$ cat src/rtl/bomb_timer_pkg.sv
// Shared types and helpers for the bomb game countdown timer.
//   timer_state_e   : controller states
//   bcd_digit_t     : one BCD digit
//   bin_to_bcd      : double-dabble binary to BCD conversion over num_digits digits
//   PENALTY_BCD     : default strike penalty, already in BCD
package bomb_timer_pkg;

    typedef enum logic [2:0] {
        StIdle,
        StLoad,
        StRun,
        StPaused,
        StExpired,
        StDefused
    } timer_state_e;

    typedef logic [3:0] bcd_digit_t;

    // Enough digits for any 32-bit value.
    localparam int unsigned MAX_DIGITS      = 10;
    localparam int unsigned DEF_PENALTY_SEC = 10;

    // Only the low num_digits digits are corrected; callers saturate the input so that
    // the value always fits in num_digits digits.
    function automatic logic [4*MAX_DIGITS-1:0] bin_to_bcd(input logic [31:0] bin,
                                                            input int unsigned num_digits);
        logic [4*MAX_DIGITS-1:0] bcd;
        bcd = '0;
        for (int i = 31; i >= 0; i--) begin
            for (int d = 0; d < MAX_DIGITS; d++) begin
                if (d < num_digits && bcd[4*d +: 4] >= 4'd5) begin
                    bcd[4*d +: 4] = bcd[4*d +: 4] + 4'd3;
                end
            end
            bcd = {bcd[4*MAX_DIGITS-2:0], bin[i]};
        end
        return bcd;
    endfunction

    localparam logic [4*MAX_DIGITS-1:0] PENALTY_BCD = bin_to_bcd(DEF_PENALTY_SEC, MAX_DIGITS);

endpackage

$ cat src/rtl/bcd_sub_sat.sv
// Combinational NUM_DIGITS-wide BCD subtractor, a_i - b_i, saturating at zero.
//   a_i    : minuend (BCD)
//   b_i    : subtrahend (BCD)
//   diff_o : difference, forced to 0 on final borrow
//   zero_o : diff_o is zero
module bcd_sub_sat
    import bomb_timer_pkg::*;
#(
    parameter int unsigned NUM_DIGITS = 3
) (
    input  logic [4*NUM_DIGITS-1:0] a_i,
    input  logic [4*NUM_DIGITS-1:0] b_i,
    output logic [4*NUM_DIGITS-1:0] diff_o,
    output logic                    zero_o
);

    logic [4*NUM_DIGITS-1:0] raw;
    logic [NUM_DIGITS:0]     borrow;
    logic [4:0]              t;
    bcd_digit_t              a_dig;
    bcd_digit_t              b_dig;

    always_comb begin
        raw    = '0;
        borrow = '0;
        t      = '0;
        a_dig  = '0;
        b_dig  = '0;
        for (int d = 0; d < NUM_DIGITS; d++) begin
            a_dig = a_i[4*d +: 4];
            b_dig = b_i[4*d +: 4];
            // Range -10..9 fits a 5-bit two's complement value; bit 4 flags a borrow.
            t = {1'b0, a_dig} - {1'b0, b_dig} - {4'b0000, borrow[d]};
            if (t[4]) begin
                raw[4*d +: 4] = t[3:0] + 4'd10;
                borrow[d+1]   = 1'b1;
            end else begin
                raw[4*d +: 4] = t[3:0];
                borrow[d+1]   = 1'b0;
            end
        end
        diff_o = borrow[NUM_DIGITS] ? '0 : raw;
        zero_o = (diff_o == '0);
    end

endmodule

$ cat src/rtl/bomb_countdown_timer.sv
// Bomb game countdown timer. Loads a per-level start time, counts down once per second
// in BCD, takes a penalty per strike, and ends as expired (time out) or defused.
//   clk, reset  : clock, synchronous active-high reset
//   game_level  : level, sampled on start
//   start       : pulse, load level time and run (ignored while running/paused)
//   pause       : level, hold countdown
//   strike      : pulse, subtract PENALTY_SEC
//   defuse      : pulse, stop as a win
//   digits      : BCD remaining seconds, MSD in top nibble
//   running / expired / defused : state flags
//   sec_tick    : pulse on each one-second decrement
//   warn        : low-time warning; only generated when BOMB_TIMER_WARN_EN is defined
module bomb_countdown_timer
    import bomb_timer_pkg::*;
#(
    parameter int unsigned NUM_DIGITS  = 3,
    parameter int unsigned LEVEL_W     = 8,
    parameter int unsigned TICK_DIV    = 50000000,
    parameter int unsigned BASE_SEC    = 300,
    parameter int unsigned STEP_SEC    = 20,
    parameter int unsigned MIN_SEC     = 30,
    parameter int unsigned PENALTY_SEC = 10
) (
    input  logic                    clk,
    input  logic                    reset,
    input  logic [LEVEL_W-1:0]      game_level,
    input  logic                    start,
    input  logic                    pause,
    input  logic                    strike,
    input  logic                    defuse,
    output logic [4*NUM_DIGITS-1:0] digits,
    output logic                    running,
    output logic                    expired,
    output logic                    defused,
    output logic                    sec_tick,
    output logic                    warn
);

    localparam int unsigned DW       = 4 * NUM_DIGITS;
    localparam int unsigned PRESC_W  = $clog2(TICK_DIV);
    localparam int unsigned MAX_SEC  = 10 ** NUM_DIGITS - 1;
    localparam int unsigned PEN_SAT  = (PENALTY_SEC > MAX_SEC) ? MAX_SEC : PENALTY_SEC;
    localparam int unsigned PEN1_SAT = (PENALTY_SEC >= MAX_SEC) ? MAX_SEC : PENALTY_SEC + 1;

    localparam logic [DW-1:0] PEN_BCD =
        (PENALTY_SEC == DEF_PENALTY_SEC && NUM_DIGITS >= 2) ? DW'(PENALTY_BCD)
                                                             : DW'(bin_to_bcd(PEN_SAT, NUM_DIGITS));
    localparam logic [DW-1:0] PEN1_BCD = DW'(bin_to_bcd(PEN1_SAT, NUM_DIGITS));
    localparam logic [DW-1:0] ONE_BCD  = DW'(1);
    localparam logic [PRESC_W-1:0] PRESC_MAX = PRESC_W'(TICK_DIV - 1);

    timer_state_e        state_q, state_d;
    logic [DW-1:0]       digits_q, digits_d;
    logic [PRESC_W-1:0]  presc_q, presc_d;
    logic [LEVEL_W-1:0]  level_q, level_d;
    logic                tick_q, tick_d;

    // Start time from the captured level, clamped to MIN_SEC then to the display range.
    longint              lvl_time;
    logic [31:0]         start_sec;
    logic [DW-1:0]       start_bcd;

    always_comb begin
        lvl_time = longint'(BASE_SEC) - longint'(level_q) * longint'(STEP_SEC);
        if (lvl_time < longint'(MIN_SEC)) lvl_time = longint'(MIN_SEC);
        if (lvl_time > longint'(MAX_SEC)) lvl_time = longint'(MAX_SEC);
        start_sec = 32'(lvl_time);
        start_bcd = DW'(bin_to_bcd(start_sec, NUM_DIGITS));
    end

    // Countdown event decode; everything here is ahead of the defuse priority in the FSM.
    logic          counting;
    logic          tick_now;
    logic [DW-1:0] sub_b;
    logic [DW-1:0] sub_diff;
    logic          sub_zero;

    assign counting = (state_q == StRun) && !pause;
    assign tick_now = counting && (presc_q == PRESC_MAX);

    always_comb begin
        sub_b = ONE_BCD;
        if (tick_now && strike) begin
            sub_b = PEN1_BCD;
        end else if (strike) begin
            sub_b = PEN_BCD;
        end
    end

    bcd_sub_sat #(
        .NUM_DIGITS (NUM_DIGITS)
    ) u_sub (
        .a_i    (digits_q),
        .b_i    (sub_b),
        .diff_o (sub_diff),
        .zero_o (sub_zero)
    );

    always_comb begin
        state_d  = state_q;
        digits_d = digits_q;
        presc_d  = presc_q;
        level_d  = level_q;
        tick_d   = 1'b0;
        unique case (state_q)
            StIdle, StExpired, StDefused: begin
                if (start) begin
                    state_d = StLoad;
                    level_d = game_level;
                end
            end
            StLoad: begin
                digits_d = start_bcd;
                presc_d  = '0;
                state_d  = (start_bcd == '0) ? StExpired : StRun;
            end
            StRun, StPaused: begin
                if (defuse) begin
                    state_d = StDefused;
                end else begin
                    if (counting) begin
                        presc_d = tick_now ? '0 : presc_q + 1'b1;
                    end
                    state_d = pause ? StPaused : StRun;
                    if (tick_now || strike) begin
                        digits_d = sub_diff;
                        tick_d   = tick_now;
                        if (sub_zero) state_d = StExpired;
                    end
                end
            end
            default: state_d = StIdle;
        endcase
    end

    always_ff @(posedge clk) begin
        if (reset) begin
            state_q  <= StIdle;
            digits_q <= '0;
            presc_q  <= '0;
            level_q  <= '0;
            tick_q   <= 1'b0;
        end else begin
            state_q  <= state_d;
            digits_q <= digits_d;
            presc_q  <= presc_d;
            level_q  <= level_d;
            tick_q   <= tick_d;
        end
    end

    assign digits   = digits_q;
    assign running  = (state_q == StRun);
    assign expired  = (state_q == StExpired);
    assign defused  = (state_q == StDefused);
    assign sec_tick = tick_q;

`ifdef BOMB_TIMER_WARN_EN
    localparam logic [PRESC_W-1:0] PRESC_HALF = PRESC_W'(TICK_DIV / 2);
    logic below_ten;
    assign below_ten = ((digits_q >> 4) == '0);
    // Steady while paused, blinking at 1 Hz while running.
    assign warn = below_ten &&
                  ((state_q == StPaused) || ((state_q == StRun) && (presc_q < PRESC_HALF)));
`else
    assign warn = 1'b0;
`endif

endmodule

$ cat config.mk
export PLATFORM = sky130hd
export DESIGN_NAME = bomb_countdown_timer
export DESIGN_NICKNAME = d
export VERILOG_FILES = /design/src/rtl/bomb_timer_pkg.sv /design/src/rtl/bcd_sub_sat.sv /design/src/rtl/bomb_countdown_timer.sv
export SDC_FILE = /design/constraint.sdc
export NUM_CORES = 1
export LEC_CHECK = 0
export ABC_AREA = 1
export BUFFER_PORTS_ARGS = -buffer_cell sky130_fd_sc_hd__buf_4
export CORE_ASPECT_RATIO = 1.4
export CORE_MARGIN = 2
export CORE_UTILIZATION = 50
export DETAILED_ROUTE_END_ITERATION = 8
export MAX_ROUTING_LAYER = met4
export PLACE_DENSITY = 0.67
export RECOVER_POWER = 100
export SETUP_SLACK_MARGIN = 0.4
export SYNTH_ARGS = -nofsm -noshare
export SYNTH_HDL_FRONTEND = slang
export SYNTH_HIERARCHICAL = 1
export SYNTH_SLANG_ARGS = --single-unit
$ cat constraint.sdc
create_clock -name clk -period 15.13 [get_ports clk]
set_input_delay 4.539 -clock clk [delete_from_list [all_inputs] [get_ports clk]]
set_output_delay 4.539 -clock clk [all_outputs]
set_load 0.02 [all_outputs]
==> Word-level counts from Yosys, hierarchy flattened <==
Cells that the tools add are included.
{ "word_totals": {"ff_bits": 50, "inputBits": 14} }
{ "op_classes": {"add_sub_neg": 88, "multipliers": 1, "order_cmp": 80, "n_eq_ne": 10, "muxes": 103, "bitwise_logic": 2, "reduce_logical": 15} }
{ "ops": {"columns": ["operator", "n"], "rows": [
  ["4-bit by 3-bit greater-or-equal comparator with 1-bit output (second input constant)", 75],
  ["4-bit 2-to-1 mux", 58],
  ["4-bit by 2-bit adder with 4-bit output (second input constant)", 53],
  ["3-bit 2-to-1 mux", 28],
  ["26-bit 2-to-1 mux", 3],
  ["3-bit by 2-bit adder with 3-bit output (second input constant)", 23],
  ["64-bit by 11-bit greater-than comparator with 1-bit output (second input constant)", 1],
  ["64-bit 2-to-1 mux", 1],
  ["26-bit case mux with 2 select lines", 1],
  ["12-bit 2-to-1 mux", 3],
  ["32-bit 2-to-1 mux", 1],
  ["26-bit by 1-bit adder with 26-bit output (second input constant)", 1],
  ["26-bit == test (second input constant)", 1],
  ["12-bit zero test", 2],
  ["12-bit case mux with 2 select lines", 1],
  ["14-bit by 6-bit less-than comparator with 1-bit output (second input constant)", 1],
  ["9-bit by 13-bit subtractor with 14-bit output (first input constant)", 1],
  ["4-bit adder (second input constant)", 3],
  ["8-bit by 3-bit multiplier with 11-bit output (second input constant)", 1],
  ["5-bit 2-to-1 mux", 2],
  ["5-bit by 1-bit subtractor with 5-bit output", 2],
  ["3-bit greater-or-equal comparator (second input constant)", 3],
  ["3-bit case mux with 3 select lines", 1],
  ["3-bit by 2-bit adder with 4-bit output (second input constant)", 2],
  ["19 further kinds", 31]
]} }

==> Depth between registers and ports, before layout <==
Gate-level depths: netlist of run 1.
{ "depth": {"word_depth": 67, "mapped_depth": 98, "ltp_nobuf": 98} }

==> Cells and area by module <==
Netlist of run 1, hierarchy kept.
{ "modules_own_cells": {"columns": ["mod", "instances", "cells_per_inst", "area_per_inst_um2", "seq_area_each_um2"], "rows": [
  ["bomb_countdown_timer", 1, 1012, 5913.2, 1001.0],
  ["bcd_sub_sat", 1, 164, 957.2, 0.0]
]} }

==> Least setup slack after synthesis of run 1 <==
No wires, ideal clock.
{ "synth_timing": {"kind": "register -> register", "from": "reg level_q[1]", "to": "reg state_q[1]", "setup_time_ns": 0.132, "arrival_time_ns": 10.306, "t_required_ns": 14.998, "path_slack_ns": 4.692, "path_stages_with_launch": 91, "path_buffers": 0, "synth_period_minus_slack_ns": 10.438, "cell_sequence": "dfxtp_1 ha_1 ha_1 inv_1 fa_1 inv_1 a21oi_1 nand2_1 nand3_1 nand2_1 nor2_1 nand3_1 nor4_1 ha_1 inv_2 nand2_1 inv_1 o21ai_0 [55 not listed] inv_1 xor2_1 inv_1 ha_1 inv_1 o211ai_1 nand2_1 inv_1 nand2_1 nand3_1 nor2_1 nand2_1 a21oi_1 nand2_1 nor2_2 nand2_1 nand2_1 a21oi_1"} }
{ "synth_between": {"elab_chain_cells": 67, "elab_cells_between_ends": 243, "cone_classes": "add/sub (79); mul (1); order compare (80); mux (82); reduce/logical (1)"} }
{ "synth_lines": {"columns": ["element", "line", "source"], "rows": [
  ["start: declaration", "bomb_countdown_timer.sv:55", "logic [LEVEL_W-1:0] level_q, level_d;"],
  ["start signal: assignment", "bomb_countdown_timer.sv:147", "level_q <= level_d;"],
  ["8-bit by 3-bit multiplier with 11-bit output (*)", "bomb_countdown_timer.sv:64", "lvl_time = longint'(BASE_SEC) - longint'(level_q) * longint'(STEP_SEC);"],
  ["9-bit by 13-bit subtractor with 14-bit output (*)", "bomb_countdown_timer.sv:64", null],
  ["14-bit by 6-bit less-than comparator with 1-bit output", "bomb_countdown_timer.sv:65", "if (lvl_time < longint'(MIN_SEC)) lvl_time = longint'(MIN_SEC);"],
  ["64-bit 2-to-1 mux (*)", "bomb_countdown_timer.sv:65", null],
  ["64-bit by 11-bit greater-than comparator with 1-bit output", "bomb_countdown_timer.sv:66", "if (lvl_time > longint'(MAX_SEC)) lvl_time = longint'(MAX_SEC);"],
  ["32-bit 2-to-1 mux (*)", "bomb_countdown_timer.sv:66", null],
  ["3-bit by 2-bit adder with 4-bit output / 3-bit greater-or-equal comparator (equally long branches)", "bomb_timer_pkg.sv:32, bomb_timer_pkg.sv:31", null],
  ["4-bit 2-to-1 mux", "bomb_timer_pkg.sv:31", "if (d < num_digits && bcd[4*d +: 4] >= 4'd5) begin"],
  ["[51 not listed]", null, null],
  ["4-bit 2-to-1 mux / 3-bit 2-to-1 mux (equally long branches)", "bomb_timer_pkg.sv:31", null],
  ["4-bit by 2-bit adder with 4-bit output (tied with other cells)", "bomb_timer_pkg.sv:32", "bcd[4*d +: 4] = bcd[4*d +: 4] + 4'd3;"],
  ["4-bit 2-to-1 mux / 3-bit 2-to-1 mux (equally long branches)", "bomb_timer_pkg.sv:31", null],
  ["4-bit by 2-bit adder with 4-bit output (tied with other cells)", "bomb_timer_pkg.sv:32", null],
  ["4-bit 2-to-1 mux / 3-bit 2-to-1 mux (equally long branches)", "bomb_timer_pkg.sv:31", null],
  ["12-bit zero test (*)", "bomb_countdown_timer.sv:115", "state_d = (start_bcd == '0) ? StExpired : StRun;"],
  ["3-bit 2-to-1 mux (*)", "bomb_countdown_timer.sv:115", null],
  ["3-bit case mux with 3 select lines (*)", "bomb_countdown_timer.sv:105", "unique case (state_q)"],
  ["end signal: assignment", "bomb_countdown_timer.sv:138", "state_q <= StIdle;"],
  ["end signal: assignment", "bomb_countdown_timer.sv:144", "state_q <= state_d;"],
  ["end: declaration", "bomb_countdown_timer.sv:52", "timer_state_e state_q, state_d;"]
]} }
Every way passes the cells marked *; elsewhere a longest branch is shown, timed or not.
A chain may end at the register's enable or synchronous reset.

==> Worst setup path in the final report of run 1 <==
{ "layout_timing": {"from": "reg level_q[1]", "to": "reg state_q[2]"} }
Same word-level chain as after synthesis.

==> out/metrics.yaml, run 1 <==
synthesis:
  yosys_warnings: 6
  yosysTopAreaCellShare_pct: 17.1
  ys.flop_type: "dfxtp_1"
  yosys-top-cells-area: "nand2_1, dfxtp_1, ha_1, inv_1, nand3_1"
  synth_top_area_cell: "nand2_1"
  synthArstFlopShare_pct: 0
  synth_cell_types: 44
  synth_most_common_cell: "nand2_1"
  synth_cells: 1176
  synth-edff-count: 0
  ys_ff_latch: 50
  synthTopCellsByCount: "nand2_1, inv_1, nand3_1, nor2_1, ha_1"
  syn_area_um2: 6870
  yosysSeqAreaShare_pct: 14.6
  synth_area_per_cell_um2: 5.84
worst_setup_path:
  worstPathRequired_ns: 15.37
  path_common_cell: "nand2_1"
  slowest_stage: "fa_1"
  critical_path_class: "reg2reg"
  r2r_slack_ns: 3.15
  cp-end-kind: "flop"
  startpoint_type: "flop"
  critPathArrivalTime_ns: 12.22
  critPathMaxStageDelay_ns: 0.47
  cp_max_fo: 9
timing:
  finalCritPeriodShare_pct: 79.2
  fin_tns_setup_ns: 0
  finClkSkew_ns: 0.00525
  rsz0062_at_grt: "false"
  slew_headroom_pct: 38.5
  hold_viol: 0
  setup_viol: 0
  worst_slew_pin_slew_ns: 0.923
  fmax_mhz: 83.5
  holdWs_ns: 0.484
  period_needed_ns: 11.98
  report.final.slew_viol_count: 0
layout:
  regArea_um2: 1000
  area_growth_pct: 7.47
  drive_above_1_share_pct: 9.14
  final_util_pct: 55.1
  diodes: 0
  finalNetCount: 1300
  fill_cells: 1475
  multiInputGateArea_um2: 4980
grt:
  grt.total_usage_pct: 22.1
  grt_pass1_vias: 6368
  antenna_found_initial: 0
  overflow: 0
  grt_pass1_wl_um: 26500
  grt_max_degree: 31
clocking:
  cts_tree: "built"
  hold_buffers: 0
  post-cts-setup-buffer-count: 0
  cts.sinks: 50
  clockBufferDepth: 2
  cts_buffers: 5
  cts_resized: 0
  cts.htree.levels: 2
  cts.clk_slew.worst_paths_ns: 0.07
  clk_latency_ns: 0.29
  root_buffer: "clkbuf_16"
drt:
  post_drt_via_cell_ratio: 4.98
  routed_wl_um: 15200
  drc: 0
  wl_per_cell_um: 10.9
  drtPass1Iterations: 5
  ant_nets: 0
  vias: 6953
  drt-initial-drc-count: 234
job:
  drv_cap: 0
die:
  chipHeight_um: 143
  coreArea_um2: 13400
  io_pins: 31
  rows: 50
  fp.dieArea_um2: 14700
  start_util_pct: 51.3
  die_w_um: 103
placed_design:
  numPortBuffers: 29
  hpwl_um: 12600
  place_congestion: 0.858
run_status:
  outcome: "finished, final reports clean"
worst_hold_path:
  min_path_type: "reg2reg"
[metrics by stage]
stage,std cells,setup slack (ns),instance area (um2)
CTS,1396,3.51,7480
floorplan,1188,4.69,6920
detailed placement,1388,3.57,7310
global route,1396,1.40,7380
finish,1396,3.15,7380
global placement,1388,3.89,7310
[sequential cells by signal, summed over array words and instances, names as in the netlist]
name and count:
presc_q 26, state_q 3, sec_tick 1, digits 12, level_q 8
[per-layer routing]
metal	GRT usage [%]	share of wire [%]
met1	27.3	47
met5	-	0
met2	39.3	50
met3	1.91	2.2
met4	3.95	0.91
[layout by cell type (no fill, tap or decap), drive strengths merged, types with 5 or more instances in the layout]
master  Yosys  routed
o211ai     13      13
nand4      22      22
conb        2      14
a21oi      55      55
and2        9       9
fa          5       5
o21ai      48      48
clkbuf      9      24
nand3     134     134
nor4        7       7
a21o        5       5
clkinv      4       5
nor3       15      15
or2         7       7
nand2     362     362
ha         68      68
xor2       16      16
inv       220     221
buf         4      12
nor2      105     105
dfxtp      50      50
[layout make-up]
class,instances,area share [%]
Tap cell,182,3.08
Multi-Input combinational cell,901,67.4
Sequential cell,50,13.6
Clock inverter,3,0.593
Clock buffer,5,1.69
Inverter,224,11.4
Timing Repair Buffer,31,2.24
[critical path: cells and delay by family, from the launching register on]
family	cells	cell delay, ns
AND/OR/NAND/NOR	46	4.51
adder cells (fa/ha/maj)	13	3.07
AO/OA/AOI/OAI	9	1.41
buffers and inverters	18	1.39
XOR/XNOR	5	1.22
flip-flops	1	0.33
[logic make-up (layout without fill, tap and decap cells)]
kind of cell | after synthesis | in the layout | share of synthesized area (%)
simple gates | 665 | 665 | 45.3
buf+inv | 237 | 263 | 13.1
compound gates | 132 | 132 | 10.9
fa+ha+maj | 73 | 73 | 13.8
flops | 50 | 50 | 14.6
xor+xnor | 17 | 17 | 2.17
other cells | 2 | 14 | 0.109
[final timing paths]
path / start / end / cells after the start
worst max register to register: level_q[1] / state_q[2] / 91
worst min register to register: presc_q[25] / presc_q[25] / 2
worst max-delay path: level_q[1] / state_q[2] / 91
worst min-delay path: presc_q[25] / presc_q[25] / 2
Power of run 1 is left out: the tool's default activity adds up to more than one toggle a clock period on the data nets, which glitch-free logic cannot reach.
==> run 2: changes to the inputs <==
ABC_AREA = 0   (was 1)
clock period = 12.2 ns   (was 15.13 ns; I/O delays follow)
==> out/metrics.yaml, run 2 <==
run_status:
  outcome: "finished with violations"
  violations: "capacitance limit, slew limit, setup timing"
clocking:
  cts.clk_slew.worst_paths_ns: 0.07  # about the same
  cts_buffers: 5  # unchanged
  cts.htree.levels: 2  # unchanged
  clockBufferDepth: 2  # unchanged
  cts_tree: "built"
  hold_buffers: 0  # unchanged
  cts.sinks: 50  # unchanged
  root_buffer: "clkbuf_16"
  clk_latency_ns: 0.30  # about the same
worst_hold_path:
  min_path_type: "reg2reg"
grt:
  grt.total_usage_pct: 28.6  # +6.5 points
  antenna_found_initial: 0  # unchanged
  overflow: 0  # unchanged
  grt_max_degree: 33  # +6.5%
  grt_pass1_vias: 8815  # +38%
  grt_pass1_wl_um: 39100  # +47%
synthesis:
  synthArstFlopShare_pct: 0  # unchanged
  yosys_warnings: 6  # unchanged
  synth-edff-count: 0  # unchanged
  syn_area_um2: 7870  # +15%
  synthTopCellsByCount: "nor2_1, nand2_1, ha_1, a21oi_1, inv_1"
  yosys-top-cells-area: "dfxtp_1, ha_1, nor2_1, a21oi_1, nand2_1"
  yosysTopAreaCellShare_pct: 12.7  # -4.4 points
  synth_cell_types: 123  # +180%
  ys.flop_type: "dfxtp_1"
  ys_ff_latch: 50  # unchanged
  synth_cells: 1052  # -11%
  yosysSeqAreaShare_pct: 12.7  # -1.9 points
  synth_top_area_cell: "dfxtp_1"
  synth_most_common_cell: "nor2_1"
  synth_area_per_cell_um2: 7.48  # +28%
drt:
  drt-initial-drc-count: 448  # +91%
  vias: 8945  # +29%
  post_drt_via_cell_ratio: 5.90  # +18%
  ant_nets: 0  # unchanged
  drc: 0  # unchanged
  drtPass1Iterations: 4  # -1
  routed_wl_um: 24300  # +60%
  wl_per_cell_um: 16.0  # +47%
worst_setup_path:
  slowest_stage: "or4_4"
  cp_max_fo: 5  # -4
  critical_path_class: "reg2reg"
  r2r_slack_ns: -0.17  # -3.32 ns
  critPathMaxStageDelay_ns: 0.42  # -0.05 ns
  cp-end-kind: "flop"
  worstPathRequired_ns: 12.39  # -2.98 ns
  startpoint_type: "flop"
  critPathArrivalTime_ns: 12.56  # +0.34 ns
timing:
  period_needed_ns: 12.37  # +0.391 ns
  fin_tns_setup_ns: -0.511  # -0.511 ns
  rsz0062_at_grt: "true"
  setup_ws_ns: -0.169  # -3.32 ns
  finalCritPeriodShare_pct: 101  # +22 points
  fmax_mhz: 80.8  # -3.2%
  report.final.slew_viol_count: 9  # +9
  worst_slew_pin_slew_ns: 1.72  # +0.793 ns
  setup_viol: 6  # +6
  holdWs_ns: 0.476  # -0.00810 ns
  slew_headroom_pct: -14.7  # -53 points
  hold_viol: 0  # unchanged
  finClkSkew_ns: 0.00626  # +0.00101 ns
placed_design:
  pre_cts_ws_ns: -0.597  # -4.17 ns
  place_congestion: 0.993  # +16%
  hpwl_um: 17800  # +42%
  numPortBuffers: 29  # unchanged
die:
  die_w_um: 110  # +6.8%
  chipHeight_um: 152  # +6.8%
  start_util_pct: 50.9  # -0.45 points
  coreArea_um2: 15500  # +16%
  io_pins: 31  # unchanged
  fp.dieArea_um2: 16800  # +14%
  rows: 54  # +8.0%
layout:
  largest-register: "presc_q"
  layout_commonest_cell: "buf_4"
  area_growth_pct: 42.9
  largest_reg_flops: 26  # unchanged
  diodes: 0  # unchanged
  final_util_pct: 72.7  # +18 points
  drive_above_1_share_pct: 37.7  # +29 points
  finalNetCount: 1406  # +8.2%
  final_cell_mix: "buf_4, nor2_1, nand2_1"
job:
  drv_cap: 1  # +1
## run 2: changes by cell type after synthesis, moves of 19 or more
| cell | delta |
|---|---|
| inv_1 | -145 |
| mux2i_1 | +23 |
| nand2_1 | -243 |
| nand2_2 | -40 |
| nand2b_1 | +19 |
| nand3_1 | -87 |
| nor2_1 | +31 |
| xnor2_1 | +22 |
## run 2: final cells by class
type,count,area (um2)
Sequential cell,50,1010
Timing Repair Buffer,283,2120
Inverter,69,263
Multi-Input combinational cell,910,7460
Clock buffer,5,125
Fill cell,1230,4220
Tap cell,196,245
Clock inverter,3,26.3
## run 2: routing by layer
metal | global-route usage (%) | vias to the layer above | wire, um
li1 | - | 4420 | -
met1 | 29.5 | 4239 | 9270
met2 | 52.8 | 195 | 13200
met3 | 2.65 | 91 | 632
met4 | 13.5 | 0 | 1200
met5 | - | - | 0
## run 2: cells by family after synthesis
logic type,count (synthesis),share of synthesized area [%]
AO/OA/AOI/OAI,313,29.9
XOR/XNOR,53,7.25
adder cells (fa/ha/maj),73,12.1
buffers and inverters,104,5.64
flip-flops,50,12.7
multiplexers,28,3.72
other,2,0.0954
AND/OR/NAND/NOR,429,28.6
## run 2: what timing repair did
item | CTS | global route
endpoints found under the hold margin | 0 | 0
endpoints found under the setup margin | 13 | 13
buffers inserted | 28 | 23
resized for setup | 88 | 66
pin swaps | 65 | 69
## run 2: critical path: cells and delay by family (launching register included)
family                     cells  cell delay, ns
AOI/OAI and AO/OA             15            2.68
xor gates and xnor gates       6            1.20
adders and majority gates     13            2.65
buffers and inverters          6            0.48
DFF                            1            0.36
muxes                          1            0.20
and+or+nand+nor               29            4.63
## run 2: worst paths after layout
check | from | end | depth (start not counted)
max | level_q[3] | state_q[1] | 70
min | digits[8] | digits[8] | 2
max reg2reg | level_q[3] | state_q[1] | 70
min reg2reg | digits[8] | digits[8] | 2
## run 2: through the flow
stage               area (um2)  instances
detailed placement       10000       1457
global placement         10000       1457
global route             11200       1516
CTS                      10800       1493
finish                   11200       1516
floorplan                 8220       1064
Power of run 2 is left out for the same reason.
